==> src/rtl/s2p_reg.sv <==
// Serial-to-parallel pair register: groups consecutive samples into (X/I, Y/Q) word pairs.
// Latency: outx/outy/done valid one clock after the second word of a pair is sampled.
// Backpressure: none; a sample is taken on every edge with start=1, and start=0 discards a partial pair.
module s2p_reg #(
    parameter int DATA_W = 16,
    parameter int CNT_W  = 5
) (
    input  logic              clk,
    input  logic              rst,
    input  logic              start,
    input  logic [DATA_W-1:0] serialIn,
    output logic [CNT_W-1:0]  count,
    output logic              done,
    output logic [DATA_W-1:0] out1,
    output logic [DATA_W-1:0] out2,
    output logic [DATA_W-1:0] outx,
    output logic [DATA_W-1:0] outy
);

    // 0 = expecting the first word of a pair, 1 = expecting the second word
    logic phase;

    // Capture samples, publish complete pairs, and count every accepted sample
    always_ff @(posedge clk) begin
        if (rst) begin
            phase <= 1'b0;
            count <= '0;
            done  <= 1'b0;
            out1  <= '0;
            out2  <= '0;
            outx  <= '0;
            outy  <= '0;
        end else if (start) begin
            // Counter wraps silently; it tracks accepted samples, not pairs
            count <= count + CNT_W'(1);
            if (!phase) begin
                out1  <= serialIn;
                phase <= 1'b1;
                done  <= 1'b0;
            end else begin
                // outy takes serialIn directly so it matches out2 in the same cycle
                out2  <= serialIn;
                outx  <= out1;
                outy  <= serialIn;
                done  <= 1'b1;
                phase <= 1'b0;
            end
        end else begin
            // A gap in start abandons any half-collected pair
            done  <= 1'b0;
            phase <= 1'b0;
        end
    end

endmodule

==> config.mk <==
export PLATFORM = sky130hd
export DESIGN_NAME = s2p_reg
export DESIGN_NICKNAME = d
export VERILOG_FILES = /design/src/rtl/s2p_reg.sv
export SDC_FILE = /design/constraint.sdc
export NUM_CORES = 1
export LEC_CHECK = 0
export CAP_MARGIN = 25
export CORE_MARGIN = 2
export CORE_UTILIZATION = 46
export DETAILED_ROUTE_END_ITERATION = 16
export GPL_ROUTABILITY_DRIVEN = 0
export PLACE_DENSITY = 0.95
export SYNTH_ARGS = -nofsm -noshare
export SYNTH_HDL_FRONTEND = slang
export SYNTH_SLANG_ARGS = --single-unit
==> constraint.sdc <==
create_clock -name clk -period 4 [get_ports clk]
set_clock_uncertainty 0.2 [all_clocks]
set_input_delay 1.2 -clock clk [delete_from_list [all_inputs] [get_ports clk]]
set_output_delay 1.2 -clock clk [all_outputs]
set_load 0.05 [all_outputs]
==> Word-level counts from Yosys, hierarchy flattened <==
Index checks and enable logic that the tools add are counted.
{ "totals": {"reg_bits": 55, "inputBits": 19, "out_inout_bits": 70, "word_cells": 14} }
{ "op_classes": {"n_bitwise": 2, "n_reduce_logical": 3, "add_sub_neg": 1, "mux": 2} }
{ "op_table": {"columns": ["cell", "n"], "rows": [
  ["adder 5 x 1 -> 5 bit, second input constant", 1],
  ["AND reduction 2 bit", 2],
  ["two-way mux 1 bit", 2],
  ["inverter 1 bit", 2],
  ["OR reduction 2 bit", 1]
]} }

==> Depth between registers and ports, before layout <==
Gate-level depths: netlist of run 1.
{ "logic_depth": {"ltp_word": 2, "depth_mapped": 6, "depth_no_buf": 4} }

==> Worst setup path before layout of run 1 <==
OpenSTA, ideal clock, no wires.
{ "synth_path": {"path_type": "reg-to-output", "startpoint": "register outy[0]", "endpoint": "output port outy[0]", "required_ns": 2.600, "path_stages_with_launch": 2, "arrival_time_ns": 0.913, "slack_ns": 1.687, "path_buffers": 1, "path_cell_list": "dfxtp_1 > buf_4"} }
{ "synth_lines": {"columns": ["element", "line_no", "source"], "rows": [
  ["start: declaration", "17", "output logic [DATA_W-1:0] outy"],
  ["start signal: assignment", "44", "outy <= serialIn;"]
]} }
No word-level cell between the ends.

==> Worst setup path after layout of run 1 <==
{ "layout_path": {"startpoint": "register count[2]", "endpoint": "output port count[2]"} }
{ "layout_lines": {"columns": ["element", "line_no", "source"], "rows": [
  ["start: declaration", "12", "output logic [CNT_W-1:0] count,"],
  ["start signal: assignment", "35", "count <= count + CNT_W'(1);"]
]} }
No word-level cell between the ends.

==> results of run 1 <==
[layer usage]
layer,track usage,up-vias,part of all wire
li1,-,916,-
met1,0.238,856,0.44
met2,0.319,60,0.51
met3,0.0373,4,0.049
met4,0.0514,0,0.0060
met5,0,-,0
[cell families (layout without fill, tap and decap cells)]
family          count (synthesis)  in the layout  synth area share
xor+xnor                        4              4            0.0161
mux                             1              1           0.00459
fa+ha+maj                       1              1           0.00574
compound gates                 48             48             0.139
simple gates                  110            110             0.197
flops                          55             55             0.505
buf+inv                        34             99             0.132
[worst min path at each step]
stage	cells after the start	from	to	slack (ps)
3_3_place_gp	2	outx[8]$_SDFFE_PP0P_	outx[8]$_SDFFE_PP0P_	240
5_1_grt	2	outx[7]$_SDFFE_PP0P_	outx[7]$_SDFFE_PP0P_	280
4_1_cts	2	outx[7]$_SDFFE_PP0P_	outx[7]$_SDFFE_PP0P_	260
6_report	2	outx[14]$_SDFFE_PP0P_	outx[14]$_SDFFE_PP0P_	260
3_5_place_dp	2	outx[7]$_SDFFE_PP0P_	outx[7]$_SDFFE_PP0P_	250
2_1_floorplan	3	phase$_SDFF_PP0_	outx[15]$_SDFFE_PP0P_	410
[worst register-to-register path: cells and delay by family (launching register included)]
| kind | cells | cell delay, ps |
|---|---|---|
| compound gates | 1 | 160 |
| buf+inv | 1 | 330 |
| flops | 1 | 340 |
| simple gates | 2 | 520 |
[area by class of cell]
class | instances | area share
Sequential cell | 55 | 0.375
Timing Repair Buffer | 91 | 0.306
Multi-Input combinational cell | 164 | 0.269
Clock buffer | 7 | 0.0260
Tap cell | 54 | 0.0230
Clock inverter | 1 | 0.00170
[synthesized netlist by cell type (all sizes together)]
master / count
nand4: 2
mux2i: 1
ha: 1
nand2: 98
nor2: 7
and2b: 1
dfxtp: 55
xnor2: 1
a21oi: 48
xor2: 3
nand2b: 1
clkbuf: 2
and2: 1
buf: 32
[registers in the layout (all words and copies together) (netlist names)]
| signal | cells |
|---|---|
| count | 5 |
| phase | 1 |
| out1 | 16 |
| outx | 16 |
| outy | 16 |
| done | 1 |
[report_power, final]
group / leakage [nW] / total (mW) / switching (mW) / internal [mW]
logic: 0.521 / 0.204 / 0.135 / 0.0694
registers: 0.448 / 0.583 / 0.0163 / 0.567
clock network: 0.0422 / 0.286 / 0.163 / 0.123
total: 1.01 / 1.07 / 0.314 / 0.759
[stage by stage]
stage,std cells,hold slack (ps),setup slack [ps]
6_report,372,263,1070
5_1_grt,372,279,1000
4_1_cts,372,262,1060
3_5_place_dp,364,250,871
3_3_place_gp,364,244,944
2_1_floorplan,253,414,1690
==> impl_metrics.yaml, run 1 <==
clock_network:
  clk_transition_reported_paths_ps: 90
  cts_repair_resize_count: 0
  ctsHoldBuffers: 0
  clock_latency_ps: 290
  clock_tree.buffer_depth: 2
  htreeDepth: 2
  cts-root-buf: "sky130_fd_sc_hd__clkbuf_8"
  cts-buffers-inserted: 5
  tritoncts: "done"
  cts.repair_timing.setup_buffer_count: 0
  cts.sinks: 55
sta:
  setup_viol: 0
  slew_headroom: 0.525
  timing.final.crit_period_ps: 2930
  worst-slew-pin-transition_ps: 713
  finalCritPeriodShare: 0.734
  hold_viol: 0
  timing.final.max_slew_violations: 0
  fin_tns_setup_ps: 0
  rsz0062_at_grt: "no"
  fmaxAchievable_ghz: 0.341
cells_and_area:
  final_layout_size_suffix_gt1_frac: 0.0881
  multi_input_area_um2: 791
  nets: 337
  antennaDiodeCount: 0
  post-route-util: 0.635
  design_area_mm2: 0.00294
  layout_commonest_cell: "sky130_fd_sc_hd__nand2_1"
  commonest_non_fill_non_tap_cells_in_the_layout: "sky130_fd_sc_hd__nand2_1, sky130_fd_sc_hd__clkdlybuf4s50_1, sky130_fd_sc_hd__dfxtp_1"
  filler_cell_count: 426
  seq_area_mm2: 0.00110
  synthToLayoutAreaGrowth_pct: 34.8
worst_setup_path:
  critical-path-max-stage-delay_ps: 830
  crit_path_top_delay_cell: "sky130_fd_sc_hd__clkdlybuf4s50_1"
  cp_data_arrival_time_ps: 1530
  timing.reg2reg.worst_path_depth: 4
  beginning_of_the_critical_path: "count[2]$_SDFFE_PP0P_"
  critical_path_peak_fanout: 4
  rr_endpoint: "outy[12]$_SDFFE_PP0P_"
  critical_path_class: "register to primary output"
  reg2reg_slack_ps: 2390
  crit_chain: "clkdlybuf4s50_1"
  worst_setup_path_end_kind: "primary output"
  data_required_time_at_the_worst_endpoint_ps: 2600
  crit_cells: 1
  timing.critical_path.from_type: "register"
  r2r-start: "phase$_SDFF_PP0_"
  cell_class_contributing_the_biggest_share_of_worst_path_delay: "buffers and inverters"
  worstSetupEndpoint: "count[2]"
  critPathBufInv: 1
global_routing:
  largest_net_degree_at_the_start_of_global_routing: 38
  groute.usage.overall: 0.186
  grt_antenna_before_repair: 0
  grt_pass1_wl_mm: 7.69
  via_count_of_the_first_global_routing_pass: 1604
  grt.overflow.total: 0
synth:
  ys_ff_latch: 55
  synth_seq_area_share: 0.505
  synth.net_count: 273
  synth_cell_types: 20
  synthesis.area_mm2: 0.00218
  synth_area_leader_cell: "sky130_fd_sc_hd__dfxtp_1"
  synthesis.instances: 253
  yosysTopAreaCellShare: 0.505
  yosys_warnings: 0
  synth_top_cells_by_area: "sky130_fd_sc_hd__dfxtp_1, sky130_fd_sc_hd__nand2_1, sky130_fd_sc_hd__a21oi_1, sky130_fd_sc_hd__a21oi_2, sky130_fd_sc_hd__buf_4"
  syn-mean-instance-area_um2: 8.61
drt:
  routed-via-count: 1836
  dr.pass1.iters: 4
  drcViolationCount: 0
  route.final.wire_length_mm: 5.04
  routed_via_density: 4.94
  drt-initial-drc-count: 94
  routed_length_per_placed_instance_um: 13.6
  detail-route-antenna-nets: 0
power_and_ir_drop:
  finalPower_mw: 1.07
  p_leak_nw: 1.01
  ir_worst_vdd_mv: 0.286
  power.density_cell_area_mw_per_mm2: 365
placement:
  placement.io_buffers: 88
  placedInstanceArea_mm2: 0.00286
  dpl.hpwl_mm: 3.65
run_status:
  status: "complete, no violations"
die:
  horizontal_extent_of_the_die_um: 72.8
  num_rows: 25
  initial_utilization: 0.471
  io_pins: 89
  die-height_um: 72.8
  die_area_mm2: 0.00530
  core_region_area_mm2: 0.00463
run:
  cap_viol_max_count: 0
worst_hold_path:
  holdCritPathClass: "register to register"
Power figures use the tool's default switching activity.
==> run 2, diff against run 1 <==
--- a/config.mk
+++ b/config.mk
@@ -7,10 +7,10 @@
 export LEC_CHECK = 0
 export CAP_MARGIN = 25
 export CORE_MARGIN = 2
-export CORE_UTILIZATION = 46
+export CORE_UTILIZATION = 38
 export DETAILED_ROUTE_END_ITERATION = 16
 export GPL_ROUTABILITY_DRIVEN = 0
-export PLACE_DENSITY = 0.95
+export PLACE_DENSITY = 0.85
 export SYNTH_ARGS = -nofsm -noshare
 export SYNTH_HDL_FRONTEND = slang
 export SYNTH_SLANG_ARGS = --single-unit
==> constraint.sdc (replaced) <==
create_clock -name clk -period 2.4 [get_ports clk]
set_clock_uncertainty 0.2 [all_clocks]
set_input_delay 0.72 -clock clk [delete_from_list [all_inputs] [get_ports clk]]
set_output_delay 0.72 -clock clk [all_outputs]
set_load 0.05 [all_outputs]
==> run 2 against run 1 <==
Against the previous run:
- non-clock buffer count increased by 2
- flip-flop and latch count unchanged
- first-iteration DRC count decreased by 24%
- register-to-register slack got worse by 1200 ps
- routed wire length decreased by 1.1%
- worst hold slack got worse by 10 ps
- highest routed layer unchanged
- clock power increased by 69%
- sequential share of layout area increased by 0.75 points
- count of clock-buffer cells in the layout unchanged
- power increased by 67%
- final area decreased by 2.0%
==> impl_metrics.yaml, run 2 (same netlist as run 1, synthesis figures left out) <==
worst_setup_path:
  critPathBufInv: 1
  crit_path_top_delay_cell: "sky130_fd_sc_hd__clkdlybuf4s50_1"
  critical-path-max-stage-delay_ps: 800
  timing.critical_path.from_type: "register"
  critical_path_class: "register to primary output"
  timing.reg2reg.worst_path_depth: 4
  crit_chain: "clkdlybuf4s50_1"
  crit_cells: 1
  cell_class_contributing_the_biggest_share_of_worst_path_delay: "buffers and inverters"
  cp_data_arrival_time_ps: 1440
  critical_path_peak_fanout: 2
  data_required_time_at_the_worst_endpoint_ps: 1480
  worst_setup_path_end_kind: "primary output"
sta:
  slew_headroom: 0.660
  fin_tns_setup_ps: 0
  hold_viol: 0
  finalCritPeriodShare: 0.983
  timing.final.crit_period_ps: 2360
  setup_viol: 0
  fmaxAchievable_ghz: 0.424
  timing.final.max_slew_violations: 0
  worst-slew-pin-transition_ps: 509
  rsz0062_at_grt: "no"
power_and_ir_drop:
  power.combinational.fraction: 0.188
  ir_worst_vdd_mv: 0.231
  p_leak_nw: 1.33
  power.density_cell_area_mw_per_mm2: 621
  clock_network_power_share: 0.269
  switching_power_mw: 0.529
  swShare: 0.296
  power_report.internal_total_mw: 1.26
  sequentialPowerShare: 0.543
clock_network:
  htreeDepth: 2
  clock_latency_ps: 300
  cts-buffers-inserted: 5
  clock_tree.buffer_depth: 2
  cts.repair_timing.setup_buffer_count: 0
  clk_transition_reported_paths_ps: 90
  cts.sinks: 55
  cts_repair_resize_count: 0
  tritoncts: "done"
  ctsHoldBuffers: 0
  cts-root-buf: "sky130_fd_sc_hd__clkbuf_8"
global_routing:
  groute.usage.overall: 0.163
  largest_net_degree_at_the_start_of_global_routing: 56
  grt.overflow.total: 0
  via_count_of_the_first_global_routing_pass: 1721
  grt_pass1_wl_mm: 8.09
  grt_antenna_before_repair: 0
cells_and_area:
  synthToLayoutAreaGrowth_pct: 32.2
  commonest_non_fill_non_tap_cells_in_the_layout: "sky130_fd_sc_hd__nand2_1, sky130_fd_sc_hd__buf_4, sky130_fd_sc_hd__dfxtp_1"
  antennaDiodeCount: 0
  layout_commonest_cell: "sky130_fd_sc_hd__nand2_1"
  post-route-util: 0.523
  nets: 339
  largest_registers: "out1 x16, outx x16, outy x16"
  final_layout_size_suffix_gt1_frac: 0.275
  filler_cell_count: 527
die:
  num_rows: 27
  core_region_area_mm2: 0.00551
  io_pins: 89
  die_area_mm2: 0.00636
  initial_utilization: 0.396
  horizontal_extent_of_the_die_um: 79.7
  die-height_um: 79.7
run:
  cap_viol_max_count: 0
drt:
  routed_via_density: 4.65
  drcViolationCount: 0
  dr.pass1.iters: 4
  detail-route-antenna-nets: 0
  routed-via-count: 1823
  routed_length_per_placed_instance_um: 12.7
  route.final.wire_length_mm: 4.99
  drt-initial-drc-count: 71
worst_hold_path:
  holdCritPathClass: "register to register"
  hold_path_depth: 2
placement:
  dpl.hpwl_mm: 3.58
  placement.io_buffers: 88
run_status:
  status: "complete, no violations"
-- run 2: layout make-up --
type	count	area, µm²	share of cell area
Timing Repair Buffer	93	818	0.284
Sequential cell	55	1100	0.382
Clock buffer	7	76.3	0.0265
Tap cell	72	90.1	0.0313
Multi-Input combinational cell	164	791	0.274
Clock inverter	1	5.00	0.00174
-- run 2: final timing paths --
check	startpoint	endpoint	slack, ps
worst max-delay path	outx[1]$_SDFFE_PP0P_	outx[1]	40
worst min-delay path	outx[8]$_SDFFE_PP0P_	outx[8]$_SDFFE_PP0P_	250
worst max register to register	phase$_SDFF_PP0_	outx[12]$_SDFFE_PP0P_	1150
worst min register to register	outx[8]$_SDFFE_PP0P_	outx[8]$_SDFFE_PP0P_	250
-- run 2: stage by stage --
stage          hold slack, ps  total power [mW]  instances  instance area [µm²]  setup slack (ps)
2_1_floorplan             414              1.23        253                 2180               567
3_3_place_gp              244              1.33        384                 2780               247
3_5_place_dp              247              1.33        384                 2780               212
4_1_cts                   259              1.81        392                 2860              3.36
5_1_grt                   271              1.86        392                 2880              1.24
6_report                  253              1.79        392                 2880              40.9
-- run 2: metal layers --
layer / vias to the layer above / wire [µm] / GRT usage
li1: 917 / - / -
met1: 837 / 2180 / 0.197
met2: 61 / 2430 / 0.281
met3: 8 / 292 / 0.0452
met4: 0 / 85 / 0.0475
met5: - / 0 / 0
-- run 2: power by group through the flow --
| stage | clock network, mW | logic, mW | registers, mW |
|---|---|---|---|
| after global routing | 0.528 | 0.358 | 0.976 |
| after detailed placement | 0 | 0.338 | 0.993 |
| after CTS | 0.496 | 0.339 | 0.972 |
| after floorplan | 0 | 0.140 | 1.09 |
| after global placement | 0 | 0.334 | 0.992 |
| final | 0.482 | 0.336 | 0.971 |
==> run 3, diff against run 2 <==
==> constraint.sdc (replaced) <==
create_clock -name clk -period 2.4 [get_ports clk]
set_clock_uncertainty 0.2 [all_clocks]
set_input_delay 0.48 -clock clk [delete_from_list [all_inputs] [get_ports clk]]
set_output_delay 0.48 -clock clk [all_outputs]
set_load 0.05 [all_outputs]
==> run 3 against run 2 <==
Against the previous run:
- routed wire length rose by 1.5%
- final cell count fell by 0.26%
- sequential share of layout area fell by 1.4 points
- count of clock-buffer cells in the layout fell by 1
- setup slack improved by 140 ps
- non-clock buffer count rose by 1
- critical path depth did not move
- worst hold slack improved by 5.1 ps
- first-iteration DRC count rose by 18%
- die area did not move
- final area rose by 3.7%
- flip-flop and latch count did not move
- critical path type unchanged
- largest cell class unchanged
==> impl_metrics.yaml, run 3 (same netlist as run 1, synthesis figures left out) <==
placement:
  place.detailed.instances: 385
  dpl.hpwl_mm: 3.67
  placement.io_buffers: 88
clock_network:
  cts-buffers-inserted: 5
  htreeDepth: 2
  ctsHoldBuffers: 0
  cts.repair_timing.setup_buffer_count: 0
  clock_tree.buffer_depth: 2
  clk_transition_reported_paths_ps: 90
  tritoncts: "done"
  clock_latency_ps: 300
  cts_repair_resize_count: 0
  cts-root-buf: "sky130_fd_sc_hd__clkbuf_8"
  cts.sinks: 55
cells_and_area:
  nets: 340
  antennaDiodeCount: 0
  layoutNonFillerInstCount: 391
  layout_commonest_cell: "sky130_fd_sc_hd__nand2_1"
  synthToLayoutAreaGrowth_pct: 37.1
  final_layout_size_suffix_gt1_frac: 0.0940
  largest_registers: "out1 x16, outx x16, outy x16"
  filler_cell_count: 518
  commonest_non_fill_non_tap_cells_in_the_layout: "sky130_fd_sc_hd__nand2_1, sky130_fd_sc_hd__clkdlybuf4s50_1, sky130_fd_sc_hd__dfxtp_1"
worst_setup_path:
  worst_setup_path_end_kind: "primary output"
  r2r-start: "phase$_SDFF_PP0_"
  beginning_of_the_critical_path: "out1[2]$_SDFFE_PP0P_"
  critPathBufInv: 1
  cp_data_arrival_time_ps: 1540
  crit_path_top_delay_cell: "sky130_fd_sc_hd__clkdlybuf4s50_1"
  worstSetupEndpoint: "out1[2]"
  reg2reg_slack_ps: 900
  crit_chain: "clkdlybuf4s50_1"
  critical_path_peak_fanout: 3
  crit_cells: 1
  data_required_time_at_the_worst_endpoint_ps: 1720
  timing.critical_path.from_type: "register"
  rr_endpoint: "out1[6]$_SDFFE_PP0P_"
  critical_path_class: "register to primary output"
  cell_class_contributing_the_biggest_share_of_worst_path_delay: "buffers and inverters"
  timing.reg2reg.worst_path_depth: 3
  critical-path-max-stage-delay_ps: 830
drt:
  drt-initial-drc-count: 84
  detail-route-antenna-nets: 0
  met3RoutedLength_um: 287
  dr.pass1.iters: 4
  met2WireLength_mm: 2.49
  routed_length_per_placed_instance_um: 12.9
  routed-via-count: 1794
  highest-signal-layer: "met4"
  routedLengthMet1_mm: 2.20
  routed_via_density: 4.59
  route.final.wire_length_mm: 5.06
  drcViolationCount: 0
run:
  cap_viol_max_count: 0
sta:
  fin_tns_setup_ps: 0
  setup_viol: 0
  timing.final.max_slew_violations: 0
  fmaxAchievable_ghz: 0.451
  timing.final.crit_period_ps: 2220
  slew_headroom: 0.561
  holdWs_ps: 258
  finalCritPeriodShare: 0.924
  rsz0062_at_grt: "no"
  hold_viol: 0
  worst-slew-pin-transition_ps: 659
global_routing:
  largest_net_degree_at_the_start_of_global_routing: 33
  grt_pass1_wl_mm: 8.07
  grt.overflow.total: 0
  groute.usage.overall: 0.165
  via_count_of_the_first_global_routing_pass: 1698
  grt_antenna_before_repair: 0
power_and_ir_drop:
  ir_worst_vdd_mv: 0.315
  power.density_cell_area_mw_per_mm2: 597
  p_leak_nw: 1.02
die:
  die_area_mm2: 0.00636
  num_rows: 27
  die-height_um: 79.7
  io_pins: 89
  horizontal_extent_of_the_die_um: 79.7
  initial_utilization: 0.396
  core_region_area_mm2: 0.00551
worst_hold_path:
  holdCritPathClass: "register to register"
  worst_hold_startpoint: "outx[7]$_SDFFE_PP0P_"
run_status:
  status: "complete, no violations"
-- run 3: cell type report --
type,instances,area [µm²],share of cell area
clock buffers,6,72.6,0.0243
multi-input cells,164,791,0.265
flip-flops and latches,55,1100,0.369
well taps,72,90.1,0.0302
repair buffers,94,933,0.312
-- run 3: worst min path at each step --
stage                                  endpoint  slack [ps]  cells past startpoint
after floorplan           outx[15]$_SDFFE_PP0P_         410                      3
after global placement     outx[5]$_SDFFE_PP0P_         240                      2
after detailed placement   outx[7]$_SDFFE_PP0P_         250                      2
after CTS                  outx[7]$_SDFFE_PP0P_         260                      2
after global routing      outx[15]$_SDFFE_PP0P_         280                      2
final                      outx[7]$_SDFFE_PP0P_         260                      2
-- run 3: metal layers --
metal / track usage / vias to the layer above
li1: - / 913
met1: 0.191 / 814
met2: 0.288 / 57
met3: 0.0362 / 10
met4: 0.0746 / 0
met5: 0 / -
-- run 3: stage by stage --
| stage | power, mW | setup slack (ps) | util | cell area, µm² |
|---|---|---|---|---|
| 4_1_cts | 1.80 | 163 | 0.543 | 2990 |
| 3_3_place_gp | 1.34 | 415 | 0.529 | 2920 |
| 2_1_floorplan | 1.23 | 807 | - | 2180 |
| 3_5_place_dp | 1.34 | 360 | 0.529 | 2920 |
| 5_1_grt | 1.86 | 129 | 0.543 | 2990 |
| 6_report | 1.78 | 182 | 0.543 | 2990 |
-- run 3: power breakdown --
part           total, mW  internal (mW)  switching [mW]
logic              0.347          0.121           0.226
clock network      0.467          0.195           0.272
registers          0.971          0.944          0.0266
